**config.mk**
```make
export PLATFORM = sky130hd
export DESIGN_NAME = conv2_controller
export DESIGN_NICKNAME = d
export VERILOG_FILES = /design/src/rtl/conv2_controller.sv
export SDC_FILE = /design/constraint.sdc
export NUM_CORES = 2
export LEC_CHECK = 0
export ABC_AREA = 0
export ABC_CLOCK_PERIOD_IN_PS = 10000
export CAP_MARGIN = 40
export CORE_MARGIN = 8
export CORE_UTILIZATION = 40
export DETAILED_ROUTE_END_ITERATION = 16
export HOLD_SLACK_MARGIN = 0.06
export SYNTH_ARGS = -nofsm -noshare
export SYNTH_HDL_FRONTEND = slang
export SYNTH_SLANG_ARGS = --single-unit
```
**constraint.sdc**
```tcl
create_clock -name clk -period 10 [get_ports clk]
set_input_delay 1 -clock clk [delete_from_list [all_inputs] [get_ports clk]]
set_output_delay 1 -clock clk [all_outputs]
set_load 0.005 [all_outputs]
```
**src/rtl/conv2_controller.sv**
```systemverilog
// conv2_controller: sequences one conv2 layer pass (kernel width 2, 20 input
// channels, 10 output channels) over an IN_LEN-long feature buffer.
// Each output takes 22 cycles: 20 MAC cycles, one DRAIN cycle that absorbs the
// pipelined product, and one WRITE cycle that emits the saturated result.
// Optional macro CONV2_RELU_EN clamps negative results to zero on output.
module conv2_controller #(
  parameter int IN_LEN = 64,
  parameter int FRAC   = 8
) (
  input  logic               clk,
  input  logic               rst,
  input  logic               start,
  output logic [3:0]         output_filter,
  output logic [4:0]         input_filter,
  input  logic signed [15:0] w0,
  input  logic signed [15:0] w1,
  output logic [7:0]         fm_t,
  output logic [4:0]         fm_ch,
  input  logic signed [15:0] fm_x0,
  input  logic signed [15:0] fm_x1,
  output logic               out_valid,
  output logic [7:0]         out_t,
  output logic [3:0]         out_ch,
  output logic signed [15:0] out_data,
  output logic               busy,
  output logic               done
);

  typedef enum logic [2:0] {IDLE, MAC, DRAIN, WRITE, DONE} state_t;

  localparam logic [7:0] T_LAST  = 8'(IN_LEN - 2);
  localparam logic [4:0] IC_LAST = 5'd19;
  localparam logic [3:0] OC_LAST = 4'd9;

  state_t state_reg, state_next;

  logic [4:0]         ic_reg;
  logic [3:0]         oc_reg;
  logic [7:0]         t_reg;
  logic signed [32:0] p_reg;
  logic signed [39:0] acc_reg;

  logic               last_ic;
  logic               last_out;
  logic signed [32:0] prod_sum;
  logic signed [39:0] shifted;
  logic signed [15:0] sat_val;
  logic signed [15:0] res_val;

  assign last_ic  = (ic_reg == IC_LAST);
  assign last_out = (t_reg == T_LAST) && (oc_reg == OC_LAST);
  assign prod_sum = fm_x0 * w0 + fm_x1 * w1;

  // State register
  always_ff @(posedge clk) begin
    if (rst) state_reg <= IDLE;
    else     state_reg <= state_next;
  end

  // Next-state logic
  always_comb begin
    state_next = state_reg;
    case (state_reg)
      IDLE:    if (start) state_next = MAC;
      MAC:     if (last_ic) state_next = DRAIN;
      DRAIN:   state_next = WRITE;
      WRITE:   state_next = last_out ? DONE : MAC;
      DONE:    state_next = IDLE;
      default: state_next = IDLE;
    endcase
  end

  // Loop counters: ic steps through MAC, (t, oc) advance when a result is written.
  // Counters hold outside MAC so the memory addresses stay stable.
  always_ff @(posedge clk) begin
    if (rst) begin
      ic_reg <= '0;
      oc_reg <= '0;
      t_reg  <= '0;
    end else begin
      case (state_reg)
        IDLE: begin
          if (start) begin
            ic_reg <= '0;
            oc_reg <= '0;
            t_reg  <= '0;
          end
        end
        MAC: begin
          if (!last_ic) ic_reg <= ic_reg + 5'd1;
        end
        WRITE: begin
          if (!last_out) begin
            ic_reg <= '0;
            if (oc_reg == OC_LAST) begin
              oc_reg <= '0;
              t_reg  <= t_reg + 8'd1;
            end else begin
              oc_reg <= oc_reg + 4'd1;
            end
          end
        end
        default: ;
      endcase
    end
  end

  // Product pipeline register: one two-tap product per MAC cycle
  always_ff @(posedge clk) begin
    if (rst)                  p_reg <= '0;
    else if (state_reg == MAC) p_reg <= prod_sum;
  end

  // Accumulator: cleared on the first MAC cycle, then sums the 20 pipelined products
  always_ff @(posedge clk) begin
    if (rst) begin
      acc_reg <= '0;
    end else if (state_reg == MAC && ic_reg == 5'd0) begin
      acc_reg <= '0;
    end else if (state_reg == MAC || state_reg == DRAIN) begin
      acc_reg <= acc_reg + p_reg;
    end
  end

  // Output scaling: arithmetic shift, saturate to 16 bits, optional ReLU
  always_comb begin
    shifted = acc_reg >>> FRAC;
    sat_val = shifted[15:0];
    if (shifted > 40'sd32767)       sat_val = 16'sh7FFF;
    else if (shifted < -40'sd32768) sat_val = 16'sh8000;
`ifdef CONV2_RELU_EN
    res_val = sat_val[15] ? 16'sd0 : sat_val;
`else
    res_val = sat_val;
`endif
  end

  assign output_filter = oc_reg;
  assign input_filter  = ic_reg;
  assign fm_ch         = ic_reg;
  assign fm_t          = t_reg;
  assign out_t         = t_reg;
  assign out_ch        = oc_reg;
  assign out_valid     = (state_reg == WRITE);
  assign out_data      = (state_reg == WRITE) ? res_val : 16'sd0;
  assign busy          = (state_reg != IDLE);
  assign done          = (state_reg == DONE);

endmodule

```
==> impl_metrics.tcl <==
set metrics [dict create \
    fin_nets 3745 \
    synthTopCellsByArea "fa_1 45%, ha_1 9.4%, inv_1 9.2%, dfxtp_1 7.2%, and2_1 6.2%" \
    core_um2 64200 \
    cts_buffers 9 \
    ys_warn_count 0 \
    hold_buffers 0 \
    h-tree-depth 3 \
    synth_top_area_cell "fa_1" \
    cts.path.max_buffers 2 \
    finalCritPeriodShare_pct 85.4 \
    dp.cells 3743 \
    critical_path.top_delay_family "adder cells" \
    cts_resized 0 \
    grt_pass1_vias 21200 \
    placementRows 93 \
    clk_latency_ns 0.35 \
    clock-sinks 93 \
    synthArstFlopShare_pct 0 \
    ant_nets 0 \
    rsz0062_at_grt "no" \
    groute.usage.overall_pct 18.0 \
    cp_cell_sequence "clkdlybuf4s50_1 > nand2_1 > fa_1 > inv_1 > fa_1 > inv_1 > fa_1 > inv_1 > fa_1 > fa_1 > fa_1 > fa_1 > inv_1 > fa_1 > inv_1 > ha_1 > nand4_1 > or2_2 > o31a_1 > or4b_1 > nand3_1" \
    maxSlewViolCount 0 \
    finalHoldViolCount 0 \
    synth_seq_area_share_pct 7.19 \
    slowest_stage "clkdlybuf4s50_1" \
    die_x_um 270 \
    grt_pass1_wl_um 108000 \
    hpwl_um 54500 \
    ys.flop_type "dfxtp_1" \
    hold_class "reg -> reg" \
    synth-edff-count 0 \
    worst_pin_slew_ns 0.842 \
    crit_fanout 16 \
    vias 19000 \
    dieArea_um2 73100 \
    antenna_found_initial 1 \
    viasPerCell 5.06 \
    synth_seq_cells 93 \
    routed_wl_um 63600 \
    cts_tree "built" \
    syn_inst 2882 \
    synth_top_area_share_pct 45.2 \
    max_freq_ghz 0.117 \
    yosysUniqueCellTypes 74 \
    drv_cap 0 \
    cp.required_ns 10.29 \
    post_drt_wl_per_cell_um 16.9 \
    setup_tns_ns 0 \
    post-synth-top-count-cell "inv_1" \
    syn_to_final_growth_pct 8.16 \
    fill_cells 6362 \
    final_area_um2 28000 \
    layout.cells.non_filler 3760 \
    syn-num-nets 3728 \
    cp_common_cell "fa_1" \
    critPathLaunchType "primary input" \
    grt_max_degree 52 \
    postLayoutCoreUtil_pct 43.6 \
    slowest_delay_ns 0.92 \
    dpl_cell_area_um2 27700 \
    period_needed_ns 8.54 \
    avgSynthCellArea_um2 8.98 \
    status "complete, no violations" \
    cts_setup_buffers 0 \
    synth_area_um2 25900 \
    start_util_pct 40.3 \
    relSlewSlack_pct 43.7 \
    final_layout_size_suffix_gt1_share_pct 2.20 \
    clock_skew_ns 0.0106 \
    setup_viol 0 \
    cp_num_buf_inv 6 \
    gp_congestion 0.869 \
    die_height_um 270 \
    portBuffers 119 \
    synth_common_cells "637 x inv_1, 585 x fa_1, 370 x nand2_1" \
    cp.arrival_ns 8.84 \
    first_pass_iters 5 \
    cts_root_buffer "clkbuf_16" \
    design.portCount 120 \
    setup.worst_path.class "in -> reg" \
    worstSetupEndpointType "flip-flop" \
    drc 0 \
    overflow 0 \
    largest_reg_flops 40 \
    clk_pin_slew_ns 0.06 \
    first_iter_violations 929 \
]
==> cell type report <==
type | count | area, um^2 | area share [%]
clock buffer | 11 | 243 | 0.867
tap | 855 | 1070 | 3.82
antenna | 1 | 2.50 | 0.00894
clock inverter | 5 | 36.3 | 0.130
sequential | 93 | 1860 | 6.65
timing repair buffer | 132 | 1300 | 4.63
multi-input combinational | 2026 | 21100 | 75.4
inverter | 637 | 2390 | 8.54
==> tightest hold or removal path: cells and delay by family, from the launching register on <==
kind | cells | cell delay [ns]
compound gates | 1 | 0.05
flops | 1 | 0.31
simple gates | 1 | 0.05
==> layout by cell type, fill, tap and decap left out, types with 7 or more instances in the layout <==
master / Yosys / routed
inv_1: 637 / 637
fa_1: 585 / 585
nand2_1: 370 / 370
and2_1: 255 / 255
ha_1: 194 / 194
a21oi_1: 121 / 120
clkdlybuf4s50_1: 0 / 118
dfxtp_1: 93 / 93
nor2_1: 81 / 80
xnor2_1: 52 / 52
o21ai_0: 41 / 41
nand3_1: 37 / 37
a21o_1: 32 / 32
xor2_1: 26 / 26
nor3_1: 21 / 21
nand4_1: 21 / 21
nand2b_1: 19 / 19
a211oi_1: 13 / 13
buf_4: 17 / 12
nand3b_1: 9 / 9
o21a_1: 9 / 9
o21bai_1: 9 / 9
clkbuf_16: 0 / 9
o21ai_1: 8 / 8
and3_1: 8 / 8
a31oi_1: 8 / 8
nor4_1: 7 / 7
or2_2: 7 / 7
==> kinds of logic (layout without fill, tap and decap cells) <==
family / after synthesis / in the layout / synth area share [%]
XOR/XNOR: 78 / 78 / 2.64
multiplexers: 1 / 1 / 0.0387
flip-flops: 93 / 93 / 7.19
adder cells (fa/ha/maj): 779 / 779 / 54.6
AO/OA/AOI/OAI: 304 / 304 / 7.71
other: 0 / 1 / 0
buffers and inverters: 763 / 785 / 11.4
AND/OR/NAND/NOR: 864 / 864 / 16.4
==> through the flow <==
stage / setup slack [ns] / hold WS [ns]
finish: 1.46 / 0.455
global route: 1.10 / 0.474
CTS: 1.49 / 0.459
detailed placement: 1.14 / 0.450
global placement: 1.27 / 0.442
floorplan: 2.39 / 0.436
==> path summary, 6_finish.rpt <==
kind	from	endpoint	slack, ns	cells after the start
hold / removal	acc_reg[3]$_SDFFE_PP0P_	acc_reg[3]$_SDFFE_PP0P_	0.46	2
setup / recovery	w1[1]	p_reg[28]$_SDFFE_PP0P_	1.46	21
hold reg to reg	acc_reg[3]$_SDFFE_PP0P_	acc_reg[3]$_SDFFE_PP0P_	0.46	2
setup reg to reg	p_reg[0]$_SDFFE_PP0P_	acc_reg[30]$_SDFFE_PP0P_	6.60	12
==> per-layer routing <==
layer / vias up / share of wire, % / GRT usage, %
met5: - / 0 / 0
met4: 0 / 2.7 / 4.59
met3: 87 / 4.0 / 1.84
met2: 442 / 53 / 33.4
met1: 9759 / 40 / 22.0
li1: 8734 / - / -
Power is not shown: default switching activity piles up to over one toggle a cycle in this logic, so the estimate is an artifact.
